`src/rtl/t05_find_least.sv`:
```
// Scans a 256-entry histogram in SRAM and reports the two characters with the
// smallest nonzero counts, their sum, and the number of nonzero entries.
module t05_find_least #(
  parameter int DATA_W = 32
) (
  input  logic              clk,
  input  logic              rst,
  input  logic [3:0]        en_state,
  input  logic [DATA_W-1:0] sram_in,
  input  logic              sram_valid,
  output logic              rd_en,
  output logic [7:0]        hist_addr,
  output logic [7:0]        least1_char,
  output logic [DATA_W-1:0] least1_cnt,
  output logic [7:0]        least2_char,
  output logic [DATA_W-1:0] least2_cnt,
  output logic [DATA_W:0]   sum,
  output logic [8:0]        nonzero,
  output logic              done,
  output logic              busy
);

  typedef enum logic [2:0] {IDLE, REQ, WAIT, CMP, DONE} state_t;

  state_t              state;
  logic [7:0]          addr;
  logic [DATA_W-1:0]   cap_cnt_p0;
  logic                valid1;
  logic                valid2;
  logic                active;

  logic [7:0]          n1_char;
  logic [DATA_W-1:0]   n1_cnt;
  logic                n1_vld;
  logic [7:0]          n2_char;
  logic [DATA_W-1:0]   n2_cnt;
  logic                n2_vld;

  assign active = (en_state == 4'd2);

  // Zero-extended add; an empty slot contributes nothing.
  function automatic logic [DATA_W:0] add_cnt(input logic [DATA_W-1:0] a,
                                               input logic              a_vld,
                                               input logic [DATA_W-1:0] b,
                                               input logic              b_vld);
    logic [DATA_W:0] ea;
    logic [DATA_W:0] eb;
    ea = a_vld ? {1'b0, a} : '0;
    eb = b_vld ? {1'b0, b} : '0;
    return ea + eb;
  endfunction

  // Candidate slot contents if the captured count is merged this cycle.
  always_comb begin
    n1_char = least1_char;
    n1_cnt  = least1_cnt;
    n1_vld  = valid1;
    n2_char = least2_char;
    n2_cnt  = least2_cnt;
    n2_vld  = valid2;
    if (cap_cnt_p0 != '0) begin
      if (!valid1 || (cap_cnt_p0 < least1_cnt)) begin
        n2_char = least1_char;
        n2_cnt  = least1_cnt;
        n2_vld  = valid1;
        n1_char = addr;
        n1_cnt  = cap_cnt_p0;
        n1_vld  = 1'b1;
      end else if (!valid2 || (cap_cnt_p0 < least2_cnt)) begin
        n2_char = addr;
        n2_cnt  = cap_cnt_p0;
        n2_vld  = 1'b1;
      end
    end
  end

  always_ff @(posedge clk) begin
    if (rst) begin
      state       <= IDLE;
      addr        <= '0;
      cap_cnt_p0  <= '0;
      valid1      <= 1'b0;
      valid2      <= 1'b0;
      least1_char <= '0;
      least1_cnt  <= '0;
      least2_char <= '0;
      least2_cnt  <= '0;
      sum         <= '0;
      nonzero     <= '0;
      rd_en       <= 1'b0;
      hist_addr   <= '0;
      done        <= 1'b0;
      busy        <= 1'b0;
    end else begin
      rd_en <= 1'b0;
      done  <= 1'b0;
      case (state)
        IDLE: begin
          if (active) begin
            state       <= REQ;
            addr        <= '0;
            cap_cnt_p0  <= '0;
            valid1      <= 1'b0;
            valid2      <= 1'b0;
            least1_char <= '0;
            least1_cnt  <= '0;
            least2_char <= '0;
            least2_cnt  <= '0;
            sum         <= '0;
            nonzero     <= '0;
            rd_en       <= 1'b1;
            hist_addr   <= '0;
            busy        <= 1'b1;
          end
        end
        REQ: begin
          if (!active) begin
            state <= IDLE;
            busy  <= 1'b0;
          end else begin
            state <= WAIT;
          end
        end
        WAIT: begin
          if (!active) begin
            state <= IDLE;
            busy  <= 1'b0;
          end else if (sram_valid) begin
            cap_cnt_p0 <= sram_in;
            state      <= CMP;
          end
        end
        // ---- merge stage: captured count folded into the two slots ----
        CMP: begin
          if (!active) begin
            state <= IDLE;
            busy  <= 1'b0;
          end else begin
            least1_char <= n1_char;
            least1_cnt  <= n1_cnt;
            valid1      <= n1_vld;
            least2_char <= n2_char;
            least2_cnt  <= n2_cnt;
            valid2      <= n2_vld;
            sum         <= add_cnt(n1_cnt, n1_vld, n2_cnt, n2_vld);
            if (cap_cnt_p0 != '0) begin
              nonzero <= nonzero + 9'd1;
            end
            if (addr == 8'hFF) begin
              state <= DONE;
              done  <= 1'b1;
            end else begin
              addr      <= addr + 8'd1;
              hist_addr <= addr + 8'd1;
              rd_en     <= 1'b1;
              state     <= REQ;
            end
          end
        end
        DONE: begin
          state <= IDLE;
          busy  <= 1'b0;
        end
        default: begin
          state <= IDLE;
          busy  <= 1'b0;
        end
      endcase
    end
  end

endmodule

```
`config.mk`:
```
export PLATFORM = sky130hd
export DESIGN_NAME = t05_find_least
export DESIGN_NICKNAME = d
export VERILOG_FILES = /design/src/rtl/t05_find_least.sv
export SDC_FILE = /design/constraint.sdc
export NUM_CORES = 1
export LEC_CHECK = 0
export ABC_CLOCK_PERIOD_IN_PS = 4019
export BUFFER_PORTS_ARGS = -buffer_cell sky130_fd_sc_hd__buf_2
export CORE_MARGIN = 3
export CORE_UTILIZATION = 52
export CTS_CLUSTER_DIAMETER = 40
export DETAILED_ROUTE_END_ITERATION = 10
export GPL_ROUTABILITY_DRIVEN = 1
export MAX_ROUTING_LAYER = met4
export PLACE_DENSITY = 0.76
export SLEW_MARGIN = 40
export SYNTH_ARGS = -nofsm -noshare
export SYNTH_HDL_FRONTEND = slang
export SYNTH_SLANG_ARGS = --single-unit
```
`constraint.sdc`:
```
create_clock -name clk -period 4.02 [get_ports clk]
set_input_delay 0.603 -clock clk [delete_from_list [all_inputs] [get_ports clk]]
set_output_delay 0.603 -clock clk [all_outputs]
set_load 0.02 [all_outputs]
```
# == Word level (Yosys, flattened, before mapping) ==
# Cells that the tools add are included.
# totals
register_bits,170
in_bits,39
out_inout_bits,133
# op_classes
eq_ne,15
n_reduce_logical,18
bitwise_logic,2
magnitude_cmp,2
add_sub_neg,3
mux,60
# op_table
op,count
32-bit two-way mux,12
32-bit one-hot mux with 2 select lines,3
8-bit two-way mux,10
33-bit two-way mux,2
33-bit one-hot mux with 2 select lines,1
32-bit less-than comparator,2
8-bit one-hot mux with 2 select lines,3
32-bit by 32-bit adder with 33-bit output,1
32-bit nonzero test,1
9-bit two-way mux,3
9-bit one-hot mux with 2 select lines,1
"2-bit != test, second input constant",8
3-bit two-way mux,5
1-bit two-way mux,14
3-bit one-hot mux with 4 select lines,1
4-bit AND reduction,3
5-bit AND reduction,2
"9-bit by 1-bit adder with 9-bit output, second input constant",1
"8-bit by 1-bit adder with 8-bit output, second input constant",1
"8-bit == test, second input constant",1
1-bit one-hot mux with 2 select lines,4
"3-bit by 2-bit == test with 1-bit output, second input constant",2
"3-bit != test, second input constant",2
3-bit OR reduction,2
other kinds (10),15

# == Longest topological paths before layout ==
# Gate-level depths: netlist of the first run.
# logic_depth
ltp_word,9
depth_mapped,24
depth_no_buf,21

# == Worst setup path before layout of the first run ==
# Ideal clock, no wire load.
# synth_path
kind,register to register
startpoint,reg least1_cnt[9]
endpoint,reg sum[30]
path_stages_with_launch,24
slack_ns,-0.597
path_buffers,2
period_less_slack_ns,4.617
arrival_ns,4.555
path_cell_list,dfxtp_1 inv_1 ha_1 a21o_1 a21o_1 a211oi_2 o21ai_1 a211o_1 buf_6 a21oi_2 clkbuf_1 o21ai_1 nor2_1 ha_1 inv_1 fa_1 nor2b_1 o2111ai_1 and3_1 nor3_1 nand3b_1 a311oi_2 or4_1 nand3_1
# synth_via
elab_chain_cells,8
word_cells_on_any_way,15
classes_between,add/sub: 1; order compare: 1; mux: 12; reduce/logical: 1
# synth_lines
item,line,source
from (decl),14,"output logic [DATA_W-1:0] least1_cnt,"
from (signal assigned),140,least1_cnt <= n1_cnt;
32-bit less-than comparator,62,if (!valid1 || (cap_cnt_p0 < least1_cnt)) begin
1-bit logical OR,62,
32-bit two-way mux / 1-bit two-way mux (equally long branches),62,
32-bit two-way mux / 1-bit two-way mux (equally long branches),61,if (cap_cnt_p0 != '0) begin
"32-bit two-way mux, on equally long branches","48, 49",
32-bit by 32-bit adder with 33-bit output (*),50,return ea + eb;
33-bit two-way mux (*),135,if (!active) begin
33-bit one-hot mux with 2 select lines (*),97,case (state)
to (signal assigned),145,"sum <= add_cnt(n1_cnt, n1_vld, n2_cnt, n2_vld);"
to (decl),17,"output logic [DATA_W:0] sum,"
# Mark *: on every way between the ends. The rest lies on a longest branch, timed or not. The select of a mux whose other input is x is not followed.
# A chain may end at the register's enable or synchronous reset.

# == Worst setup path in the final report of the first run ==
# layout_path
startpoint,reg least1_cnt[2]
endpoint,reg sum[31]
# The elaborated chain is that of the path after synthesis.

==> metrics, run 1 <==
Fin Clk Skew 0.01325 ns; most common cell after layout, fill and taps aside buf_4; RSZ-0062 raised after global routing yes; post-synth cell types 73; status complete, but fails checks; worst-path fanout max 5; Synth Register Bits 170; yosys synthesis warning count 0; Row Count 52; Crit path required time 4.35 ns; startpoint types register; Slew Limit Fails 0; Leak 0.007209 uW; design area 16340 um2; die area 22590 um2; Synth Cell Area 10830 um2; # IOs 172; Hold Path Class input pin to register; maximum capacitance violations 0; CTS root buf clkbuf_16; power per cell area 214.2 nW/um2; drt first pass iters 8; # port buffers 171; max_slew headroom 45.38%; Total Routing Usage GR 36.48%; Final ANT Viol Nets 0; final setup violation count 30; fill count 1233; DRC 0; Nets 1993; # hold bufs at CTS 0; Initial Utilization 53.16%; crit path DAT 5.27 ns; via count 13499; crit path time final 4.939 ns; Worst setup EP type register; Setup CP Type register to register; Post-Syn Nets 1519; via/cell ratio 6.305; clock sink count 170; clock transition at the registers of the reported paths 0.08 ns; gpl congestion 0.9901; initial drt markers 1495; CTS buffer count 17; Worst IR Drop VDD 0.2637 mV; Synth async-reset ratio 0%; sequential area share after synthesis 31.43%; antenna violations before repair 1; violated checks negative setup slack; ys flop type dfxtp_1; layout cell share with drive strength beyond 1 40.80%; Hold Fails Final Rpt 0; H-Tree Depth 4; Post-synth EDFFs 0; synthesized area per cell 7.828 um2; Cells after Synth 1383; Fmax 0.2025 GHz; vias in the first global route 12554; average wire per cell in the routed design 21.29 um; first-pass GRT wire length 63960 um; CTS tree done; DIE HEIGHT 150.3 um; Tightest Pin Transition 0.8167 ns; most frequent cells in the layout buf_4, nor2_1, buf_2; final worst slack -0.9187 ns; Post-DP Area 14240 um2; DP HPWL 28960 um; Horiz. Die Dim 150.3 um; worst skew pair latency 0.45 ns; Tcrit/Tclk final 122.9%; total power 3501 uW; largest net degree at the start of global routing 41; Core ar. 20360 um2; final wirelength 45580 um; P&R area growth vs syn 50.95%; total gr overflow 0; CTS Buffer Depth 2
-- critical path, stage by stage, from the launching register on --
cell	delay, ns
dfxtp_4	0.35
inv_1	0.04
ha_1	0.35
a211oi_1	0.33
o21ai_1	0.17
a21oi_2	0.20
o21ai_2	0.09
a211o_4	0.39
buf_12	0.14
nor2_4	0.16
buf_12	0.15
buf_12	0.12
buf_16	0.11
nand2_1	0.07
o21ai_0	0.12
ha_1	0.29
o21ai_0	0.19
nor4_2	0.34
nor2_2	0.12
buf_6	0.14
a21oi_4	0.22
nor4b_4	0.10
o31ai_2	0.27
mux2i_1	0.25
nand3_1	0.10
-- cell type report --
type | instances | area, um2 | area share (%)
Inverter | 77 | 289.0 | 1.768
Tap cell | 270 | 337.8 | 2.067
Timing Repair Buffer | 537 | 3954 | 24.19
Antenna cell | 1 | 2.502 | 0.01531
Sequential cell | 170 | 3470 | 21.23
Clock buffer | 17 | 425.4 | 2.603
Clock inverter | 15 | 191.4 | 1.171
Multi-Input combinational cell | 1054 | 7674 | 46.95
-- power by group --
part	internal [uW]	switching [uW]
Combinational	32.4	67.4
Clock	854	870
Sequential	1680	0.654
Total	2560	938
-- cell usage after synthesis, drive strengths merged (7+ instances only) --
library cell | number | area, um2
xnor2 | 24 | 210.2
buf | 27 | 161.4
a22o | 49 | 429.2
nand4 | 18 | 112.6
a211oi | 9 | 72.57
o21bai | 9 | 67.56
a22oi | 47 | 352.8
ha | 96 | 1201
mux2i | 32 | 320.3
a21oi | 131 | 674.4
nand2b | 8 | 50.05
inv | 77 | 289.0
nor3 | 16 | 85.08
nand3 | 18 | 90.09
dfxtp | 170 | 3403
nor2 | 189 | 728.2
nand2 | 140 | 528.0
xor2 | 13 | 113.9
clkbuf | 55 | 211.5
or3 | 7 | 43.79
o21ai | 111 | 559.3
nor4 | 11 | 68.82
a21o | 9 | 68.82
mux2 | 8 | 90.09
a2111oi | 32 | 280.3
and3 | 8 | 50.05
-- worst paths after layout --
check                           slack (ns)  cells past startpoint                          end                  startpoint
worst max register to register       -0.92                     24         sum[31]$_SDFFE_PP0P_  least1_cnt[2]$_SDFFE_PP0P_
worst max-delay path                 -0.92                     24         sum[31]$_SDFFE_PP0P_  least1_cnt[2]$_SDFFE_PP0P_
worst min-delay path                  0.41                      3  cap_cnt_p0[12]$_SDFFE_PP0P_                 sram_in[12]
worst min register to register        0.45                      2         sum[25]$_SDFFE_PP0P_        sum[25]$_SDFFE_PP0P_
-- logic make-up (layout without fill, tap and decap cells) --
kind of cell	count (synthesis)	in the layout	share of synthesized area (%)
AOI/OAI and AO/OA	440	440	26.44
and+or+nand+nor	440	440	17.95
DFF	170	170	31.43
buffers and inverters	159	646	6.113
adders and majority gates	97	97	11.28
muxes	40	40	3.791
xor gates and xnor gates	37	37	2.993
other	0	1	0
-- layer usage --
layer	vias to the layer above	share of wire (%)	global-route usage (%)
li1	5954	-	-
met1	6236	36	44.18
met2	1003	46	59.59
met3	306	11	5.689
met4	0	7.0	17.34
met5	-	0	-
-- sequential cells by signal, summed over array words and instances (netlist names), 3 cells and up --
signal,flops
sum,33
cap_cnt_p0,32
least1_cnt,32
least2_cnt,32
nonzero,9
addr,8
least1_char,8
least2_char,8
state,3
-- repair_timing --
item	CTS	global route
gates cloned	3	2
gates resized for setup	101	129
pin swaps	66	75
buffers inserted	32	27
endpoints found under the setup margin	27	29
-- stage by stage --
step                      worst slack (ns)  TNS (ns)  util, %  hold WS [ns]  instances
final                              -0.9187    -19.35    80.25        0.4090       2141
after floorplan                    -0.3902    -1.347        -        0.5104       1383
after global routing                -1.077    -22.64    80.25        0.4112       2141
after detailed placement           -0.7975    -13.73    69.93        0.4389       2047
after global placement             -0.7159    -11.27    69.79        0.4304       2046
after CTS                          -0.4855    -8.068    76.56        0.4019       2113
Note: power is estimated with default switching activity, not from simulation.
==> inputs of run 2 (changes only) <==
Settings changed: CORE_UTILIZATION 52 to 50, PLACE_DENSITY 0.76 to 0.74.
==> run 2 against run 1 <==
Compared with the run above: the flow still finishes with violations (negative setup slack); combinational power shrank 7.4%; global-route usage shrank 0.86 points; total power grew 0.53%; wire length shrank 0.14%; critical path depth shrank 2; highest routed layer unchanged; via count shrank 0.56%.
==> metrics, run 2 (synthesis results as in run 1) <==
crit-path cells buf_4, ha_1, a211oi_2, o21ai_2, a21oi_2, o21ai_4, a2111oi_1, mux2i_4, o21ai_1, nor2_1, ha_2, inv_2, fa_2, nor2b_4, o2111ai_2, and3_4, nor3_2, nand3b_1, a311oi_2, buf_4, o2111ai_1, and2_1; CTS root buf clkbuf_16; Psw 963.9 uW; Crit path required time 4.39 ns; worst skew pair latency 0.47 ns; GRT met3 Usage 7.106%; met2 Track Usage GR 59.55%; Total Routing Usage GR 35.62%; Pint 2556 uW; Fin Clk Skew 0.01381 ns; Post-DP Area 14130 um2; P&R area growth vs syn 52.44%; # port buffers 171; Largest stage delay, worst path 0.68 ns; drt first pass iters 8; area of the multi-input gates 7966 um2; CTS tree done; Seq pwr share 47.6%; final setup violation count 29; die area 23450 um2; Setup CP Type register to register; final worst slack -0.7062 ns; design area 16500 um2; status complete, but fails checks; crit path DAT 5.09 ns; fill count 1355; DIE HEIGHT 153.2 um; n_diodes 0; layout cell share with drive strength beyond 1 42.09%; Worst IR Drop VDD 0.2684 mV; RSZ-0062 raised after global routing yes; vias in the first global route 12862; via/cell ratio 6.258; DRC 0; gpl congestion 0.9676; average wire per cell in the routed design 21.22 um; Leak 0.007175 uW; Hold Fails Final Rpt 0; clock transition at the registers of the reported paths 0.08 ns; worst-path fanout max 8; Worst setup EP type register; Initial Utilization 51.18%; most common cell after layout, fill and taps aside buf_4; Core ar. 21150 um2; Fmax 0.2116 GHz; antenna violations before repair 0; most flop-heavy register sum; maximum capacitance violations 0; DP HPWL 28550 um; Final ANT Viol Nets 0; # IOs 172; met1 GRT Util 42.27%; CP max-delay cell a2111oi_1; Slew Limit Fails 0; Tcrit/Tclk final 117.6%; number of flip-flops in the largest register 33; startpoint types register; violated checks negative setup slack; # hold bufs at CTS 0; Hold Path Class input pin to register; CTS buffer count 17; Clock Power Share 49.8%; first-pass GRT wire length 66640 um; via count 13423; CTS Buffer Depth 2; final wirelength 45520 um; total gr overflow 0; max_slew headroom 49.65%; most used routing layer met2; placed instance count 2042; Horiz. Die Dim 153.2 um; Tightest Pin Transition 0.7362 ns; Row Count 53; switching share of power 27.39%; crit path time final 4.726 ns; H-Tree Depth 4; initial drt markers 1401; Top cell by count, worst path buf_4; power per cell area 213.2 nW/um2; clock sink count 170; Final Non-Filler Cells 2145; largest net degree at the start of global routing 41; Comb power frac 2.6%; Reg area 3478 um2; Nets 1993; most frequent cells in the layout buf_4, nor2_1, buf_2
==> run 2: cell count changes in the layout (fill, tap and decap cells not counted), sizes merged <==
cell / before / now
clkbuf: 19 / 18
buf: 534 / 536
diode: 1 / 0
bufbuf: 1 / 0
==> run 2: worst paths after layout <==
kind / to / slack, ns / depth (start not counted) / start
setup reg to reg: sum[32]$_SDFFE_PP0P_ / -0.71 / 22 / cap_cnt_p0[2]$_SDFFE_PP0P_
hold reg to reg: sum[28]$_SDFFE_PP0P_ / 0.45 / 2 / sum[28]$_SDFFE_PP0P_
hold / removal: cap_cnt_p0[14]$_SDFFE_PP0P_ / 0.39 / 3 / sram_in[14]
setup / recovery: sum[32]$_SDFFE_PP0P_ / -0.71 / 22 / cap_cnt_p0[2]$_SDFFE_PP0P_
==> run 2: area by class of cell <==
type,instances,share of cell area [%]
multi-input combinational,1054,48.27
timing repair buffer,537,23.08
sequential,170,21.07
clock buffer,17,2.578
tap,275,2.085
inverter,77,1.751
clock inverter,15,1.160
==> run 2: through the flow <==
stage               power, uW  TNS [ns]  hold slack (ns)  setup WS (ns)  util, %
finish                   3519    -14.02           0.3885        -0.7062    78.02
global route             3592    -18.76           0.4068        -0.8817    78.02
CTS                      3506    -6.047           0.3966        -0.3829    74.25
detailed placement       1804    -19.58           0.4379        -0.9965    66.82
global placement         1802    -17.33           0.4328        -0.9599    66.82
floorplan                1764    -1.347           0.5104        -0.3902        -
==> run 2: metal layers <==
metal / wire length (um) / up-vias
li1: - / 5925
met1: 16690 / 6306
met2: 21360 / 889
met3: 4457 / 303
met4: 3005 / 0
met5: 0 / -
==> run 2: critical path, delay by kind of cell, from the launching register on <==
kind                       cells  cell delay [ns]
AOI/OAI and AO/OA              9             2.25
and+or+nand+nor                6             0.79
buffers and inverters          3             0.38
DFF                            1             0.34
adders and majority gates      3             0.72
muxes                          1             0.14
==> run 2: repair_timing <==
| item | in CTS | in global routing |
|---|---|---|
| cloned | 3 | 1 |
| resized for setup | 128 | 152 |
| setup buffers | 57 | 23 |
| pin swaps | 52 | 72 |
| endpoints found under the setup margin | 29 | 31 |
==> run 2: power groups by stage <==
stage / Combinational, uW / Clock [uW] / Sequential (uW)
4_1_cts: 88.7 / 1740 / 1680
2_1_floorplan: 46.4 / 0 / 1720
6_report: 92.4 / 1750 / 1680
5_1_grt: 98.3 / 1820 / 1680
3_3_place_gp: 85.0 / 0 / 1720
3_5_place_dp: 87.0 / 0 / 1720
